<file path="src/rtl/ttl_func_sweeper.sv">
// Programmable N-input truth table with serial reload and a self-test sweep; E is registered, 1 clock after X.
// No backpressure: LD_EN/START are sampled only in IDLE and dropped otherwise; BUSY flags LOAD and SWEEP.
module ttl_func_sweeper #(
  parameter int                   N    = 4,
  parameter logic [(1<<N)-1:0]    INIT = 16'h0C1E
) (
  input  logic         CLK,
  input  logic         RST_N,
  input  logic [N-1:0] X,
  input  logic         LD_EN,
  input  logic         LD_BIT,
  input  logic         START,
  output logic         E,
  output logic         BUSY,
  output logic         DONE,
  output logic [N:0]   ONES
);

  localparam int W = 1 << N;

  typedef enum logic [1:0] {
    S_IDLE  = 2'd0,
    S_LOAD  = 2'd1,
    S_SWEEP = 2'd2,
    S_FIN   = 2'd3
  } state_t;

  state_t         state;
  state_t         nxt;
  logic [W-1:0]   tbl;
  logic [N-1:0]   cnt;
  logic           cnt_last;
  logic           busy_nxt;
  logic           done_nxt;

  assign cnt_last = (cnt == {N{1'b1}});

  always_ff @(posedge CLK or negedge RST_N) begin
    if (!RST_N) begin
      state <= S_IDLE;
      BUSY  <= 1'b0;
      DONE  <= 1'b0;
    end else begin
      state <= nxt;
      BUSY  <= busy_nxt;
      DONE  <= done_nxt;
    end
  end

  // LD_EN takes priority over START; both are ignored outside IDLE.
  always_comb begin
    nxt = state;
    case (state)
      S_IDLE: begin
        if (LD_EN)      nxt = S_LOAD;
        else if (START) nxt = S_SWEEP;
      end
      S_LOAD:  if (cnt_last) nxt = S_IDLE;
      S_SWEEP: if (cnt_last) nxt = S_FIN;
      S_FIN:   nxt = S_IDLE;
      default: nxt = S_IDLE;
    endcase
  end

  // BUSY/DONE are decoded from the next state so the registered flags line up with the state register.
  always_comb begin
    busy_nxt = 1'b0;
    done_nxt = 1'b0;
    case (nxt)
      S_LOAD, S_SWEEP: busy_nxt = 1'b1;
      S_FIN:           done_nxt = 1'b1;
      default: begin
        busy_nxt = 1'b0;
        done_nxt = 1'b0;
      end
    endcase
  end

  always_ff @(posedge CLK or negedge RST_N) begin
    if (!RST_N) begin
      tbl  <= INIT;
      cnt  <= '0;
      E    <= 1'b0;
      ONES <= '0;
    end else begin
      case (state)
        S_IDLE: begin
          E   <= tbl[X];
          cnt <= '0;
          if (!LD_EN && START) ONES <= '0;
        end
        S_LOAD: begin
          tbl <= {tbl[W-2:0], LD_BIT};
          if (!cnt_last) cnt <= cnt + N'(1);
        end
        S_SWEEP: begin
          E    <= tbl[cnt];
          ONES <= ONES + (N+1)'(tbl[cnt]);
          if (!cnt_last) cnt <= cnt + N'(1);
        end
        S_FIN: begin
          E <= tbl[X];
        end
        default: cnt <= '0;
      endcase
    end
  end

endmodule

</file>
<file path="config.mk">
export PLATFORM = sky130hd
export DESIGN_NAME = ttl_func_sweeper
export DESIGN_NICKNAME = d
export VERILOG_FILES = /design/src/rtl/ttl_func_sweeper.sv
export SDC_FILE = /design/constraint.sdc
export NUM_CORES = 1
export LEC_CHECK = 0
export CORE_MARGIN = 2
export CORE_UTILIZATION = 49
export DETAILED_ROUTE_END_ITERATION = 12
export DONT_BUFFER_PORTS = 1
export PLACE_DENSITY = 0.7
export SETUP_SLACK_MARGIN = 0.02
export SYNTH_ARGS = -nofsm -noshare
export SYNTH_HDL_FRONTEND = slang
export SYNTH_SLANG_ARGS = --single-unit
</file>
<file path="constraint.sdc">
create_clock -name CLK -period 5.35 [get_ports CLK]
set_input_delay 1.07 -clock CLK [delete_from_list [all_inputs] [get_ports CLK]]
set_output_delay 1.07 -clock CLK [all_outputs]
set_load 0.005 [all_outputs]
</file>
Word-level counts from Yosys, hierarchy flattened --
Index checks and enable logic that the tools add are counted.
Word-level totals: flip-flop bits (word level) 30, bits in latches 0, bits in writable memories 0, memory bits (read-only) 0, input port bits 9, output and inout bits 8, word-level logic and storage cells 47, memories 0
Cells by class: add/subtract/negate cells 2, multipliers 0, div/mod/pow operators 0, magnitude comparators 2, equal/unequal tests 9, shifts and indexed selects 0, mux-type cells 16, bitwise gates (word level) 0, reduce and logical (&&, ||, !) cells 11
Operators with widths (number):
- $lt A4 B5 Y1 const B | 2
- $pmux W5 S2 | 1
- $bmux W1 S4 | 2
- $eq A2 B2 Y1 const B | 4
- $mux W2 | 4
- $pmux W2 S4 | 1
- $pmux W4 S2 | 1
- $reduce_bool A2 Y1 | 3
- $reduce_or A2 Y1 | 3
- $add A5 B1 Y5 | 1
- $mux W5 | 1
- $add A4 B1 Y4 const B | 1
- $eq A2 B1 Y1 const B | 2
- $eq A4 B4 Y1 const B | 1
- $mux W1 | 4
- $mux W4 | 1
- $ne A2 B2 Y1 const B | 2
- $reduce_and A2 Y1 | 2
- $logic_not A2 Y1 | 1
- $pmux W1 S2 | 1
- $logic_and A1 B1 Y1 | 1
- $logic_not A1 Y1 | 1

Logic depth before layout (Yosys ltp) --
word-level depth 6, gate-level depth with buffers 10, gate-level depth less buffers 9

Least setup slack after synthesis --
Ideal clock, no wire load.
kind input port to flip-flop, from in X[0], to reg E, setup time 0.126 ns, arrival 2.414 ns, slack 2.810 ns, stages 4, cell sequence mux4_1 mux4_2 nor3b_1 a221o_1
On the way: word-level cells in the longest chain between the ends 3
RTL lines:
- start: declaration | RTL line 9 | input logic [N-1:0] X,
- $bmux W1 S4 | RTL line 88, 102
- $mux W1 (implied by the code) | RTL line 88, 102
- $pmux W1 S2 | RTL line 86 | case (state)
- end signal: assignment | RTL line 88 | E <= tbl[X];
- end signal: assignment | RTL line 97 | E <= tbl[cnt];
- end signal: assignment | RTL line 102 | E <= tbl[X];
- end: declaration | RTL line 13 | output logic E,
No other way between the ends. The select of a mux whose other input is x is not followed. A chain may end at the register's enable or synchronous reset.

Worst setup path in the final report --
from reg cnt[0], to reg ONES[4]
On the way: word-level cells in the longest chain between the ends 4
RTL lines:
- start: declaration | RTL line 31 | logic [N-1:0] cnt;
- start signal: assignment | RTL line 94 | if (!cnt_last) cnt <= cnt + N'(1);
- start signal: assignment | RTL line 99 | if (!cnt_last) cnt <= cnt + N'(1);
- $bmux W1 S4 | RTL line 98 | ONES <= ONES + (N+1)'(tbl[cnt]);
- $mux W1 (implied by the code) | RTL line 98
- $add A5 B1 Y5 | RTL line 98
- $pmux W5 S2 | RTL line 86
- end signal: assignment | RTL line 98
- end: declaration | RTL line 16 | output logic [N:0] ONES
No other way between the ends. The select of a mux whose other input is x is not followed.

==> run_results.csv <==
group,metric,value,unit
sta,post-route-min-period,2.45,ns
clocking,clock_latency,0.34,ns
worst_setup_path,r2r_start,"cnt[0]",
placed_design,routabilityCongestion,0.790,
die,die_area,0.00387,mm^2
min_path,hp-class,"in2async",
route,drtAntennaViolNets,0,
route,vias_per_cell,6.01,
logic_synthesis,ys_ff_latch,30,
placed_design,dp_hpwl,2080,um
logic_synthesis,syn_inst,131,
worst_setup_path,required,5.57,ns
worst_setup_path,reg2reg_to,"ONES[4]",
logic_synthesis,synth_area_per_cell,12.7,um^2
logic_synthesis,yosys_warnings,0,
job,drv_cap,0,
worst_setup_path,start_kind,"flop",
worst_setup_path,rrSetupSlack,2.90,ns
logic_synthesis,synth_top_cell_by_area,"dfrtp_1",
clocking,cts_setup_buffers,0,
logic_synthesis,ys.flop_type,"dfrtp_1",
logic_synthesis,ys_seq_area_share,45.7,%
run_status,status,"complete, no violations",
sta,rsz0062_at_grt,"no",
sta,hold_viol,0,
power_and_ir_drop,p_leak,0.000735,uW
clocking,cts_sinks,30,
logic_synthesis,synth.area.top_cells,"dfrtp_1 36%, mux2_2 12%, dfstp_2 9.5%",
clocking,tritoncts,"yes",
sta,whs,0.407,ns
clocking,numCtsBuffers,5,
worst_setup_path,reg2reg_depth,9,
sta,finalCritPeriodShare,45.8,%
sta,worstMarginPinSlew,0.696,ns
sta,finalSetupTns,0,ns
worst_setup_path,crit_chain,"mux4_2 > mux2i_1 > mux2i_1 > ha_1 > ha_1 > nand3_1 > nor3_1 > a21oi_1 > o221ai_1",
finish,num_antenna_cells,0,
placed_design,portBuffers,0,
finish,drive_gt1_share,28.0,%
worst_setup_path,cp_slowest_cell,"dfrtp_1",
global_routing,antenna_found_initial,0,
die,die-width,62.2,um
sta,finalClockSkew,0.0110,ns
logic_synthesis,syn-cell-area,0.00166,mm^2
clocking,cts-htree-levels,2,
route,drtPass1Iterations,4,
sta,drv_slew,0,
global_routing,grt_util_all_layers,16.8,%
clocking,ctsHoldBuffers,0,
die,die_height,62.2,um
clocking,cts_resized,0,
clocking,clk_path_buf_depth,2,
logic_synthesis,synth_mux_area_share,27.4,%
finish,stdcell_area,0.00177,mm^2
worst_setup_path,arrival,2.67,ns
route,drt_iter0_drc,52,
logic_synthesis,synthXorXnorAreaFrac,0,%
power_and_ir_drop,powerDensity,590,mW/mm^2
worst_setup_path,path_delay_family,"multiplexers",
worst_setup_path,end_kind,"flop",
power_and_ir_drop,totalPowerFinal,1040,uW
route,drt-total-wl,2830,um
finish,area_growth,6.56,%
worst_setup_path,crit_path_max_incr_delay,0.59,ns
sta,max_freq,0.408,GHz
logic_synthesis,synth_top_family_by_area,"multiplexers",
global_routing,grt_overflow,0,
global_routing,grt_first_pass_wirelength,5020,um
logic_synthesis,syn_nets,149,
die,initial_core_util,50.6,%
worst_setup_path,crit_buf_inv,0,
finish,final_core_util,53.9,%
logic_synthesis,async_flop_share,100,%
placed_design,placed_area,0.00169,mm^2
logic_synthesis,netlist-cell-type-count,29,
die,boundaryPins,17,
finish,num-nets-final,149,
logic_synthesis,synth_compound_area_share,9.27,%
global_routing,grt_pass1_vias,1101,
clocking,root_buffer,"clkbuf_4",
route,drc,0,
logic_synthesis,synth_top_area_share,36.2,%
worst_setup_path,cp_max_fo,8,
die,rows,21,
logic_synthesis,synthAdderAreaFrac,6.78,%
sta,setup_viol,0,
logic_synthesis,synthSimpleGateAreaFrac,8.29,%
power_and_ir_drop,peakVddDrop,0.267,mV
sta,slew_headroom,53.6,%
logic_synthesis,synth_enable_flop_cells,0,
route,num_vias,1070,
worst_setup_path,critPathKind,"reg2reg",
global_routing,grt_max_degree,31,
die,coreArea,0.00328,mm^2
route,wl_per_cell,15.9,um
clocking,clk_pin_slew_worst_paths,0.10,ns
report_power, final:
group          internal (uW)  switching, uW
logic                    252            176
clock network           89.7           80.1
registers                344            101
total                    686            358
synth_stat cells (2+ instances only):
library cell / count
a21o_1: 2
a21oi_1: 8
a221o_1: 2
a32oi_1: 2
clkbuf_1: 6
dfrtp_1: 24
dfstp_2: 6
ha_1: 9
inv_1: 4
mux2_2: 17
mux2i_1: 5
mux4_1: 3
mux4_2: 6
nand2_1: 5
nand3_1: 4
nor2_1: 4
nor2b_1: 3
nor3_1: 5
nor3b_1: 2
o21ai_0: 5
worst reg2reg max path: stages, from the launching register on:
cell and delay, ns:
dfrtp_1 0.59, mux4_2 0.56, mux2i_1 0.15, mux2i_1 0.14, ha_1 0.23, ha_1 0.21, nand3_1 0.13, nor3_1 0.06
a21oi_1 0.12, o221ai_1 0.12
how the worst max path moves through the flow:
stage | from | to | slack, ns | depth (start not counted)
2_1_floorplan | X[0] | E | 2.81 | 4
3_3_place_gp | X[0] | E | 2.78 | 4
3_5_place_dp | X[0] | E | 2.77 | 4
4_1_cts | cnt[0] | ONES[4] | 2.89 | 9
5_1_grt | cnt[0] | ONES[4] | 2.66 | 9
6_report | cnt[0] | ONES[4] | 2.90 | 9
sequential cells by signal (all words and copies together) (netlist names):
signal  cells
BUSY        1
DONE        1
E           1
ONES        5
cnt         4
state       2
tbl        16
final cells by class:
cell class / instances / area, um^2
multi-input combinational: 90 / 860
tap: 46 / 57.6
inverter: 4 / 15.0
clock buffer: 8 / 78.8
fill: 288 / 1520
sequential: 30 / 758
placed cells by master, fill, tap and decap left out:
cell and count:
a32oi_1 2, nor2_1 4, o21ai_0 5, mux2_2 17
ha_1 9, a211oi_1 1, a32o_1 1, a21o_1 2
a21oi_1 8, nand3_1 4, nand2_1 5, dfstp_2 6
clkbuf_4 5, nor3b_1 2, or3_1 1, a221o_1 2
nand4_1 1, clkbuf_8 3, nor2b_1 3, nor3_1 5
a41o_1 1, o221ai_1 1, mux4_1 3, and2_1 1
dfrtp_1 24, inv_1 4, nand2b_1 1, mux4_2 6
mux2i_1 5
logic make-up (layout without fill, tap and decap cells):
family | Yosys count | in the layout
flops | 30 | 30
mux | 31 | 31
simple gates | 27 | 27
fa+ha+maj | 9 | 9
buf+inv | 11 | 12
compound gates | 23 | 23
metrics by stage:
stage / cells / setup slack, ns
2_1_floorplan: 131 / 2.81
3_3_place_gp: 170 / 2.78
3_5_place_dp: 170 / 2.77
4_1_cts: 178 / 2.89
5_1_grt: 178 / 2.66
6_report: 178 / 2.90
routing by layer:
layer  routed length (um)  vias to the layer above  share of wire (%)  track usage (%)
met2                 1460                       33                 52             28.9
met4                   70                        0                2.5             9.17
met5                    0                        -                  0                0
li1                     -                      498                  -                -
met1                 1160                      532                 41             19.0
met3                  132                        7                4.7             4.71
Note: power is estimated with default switching activity, not from simulation.
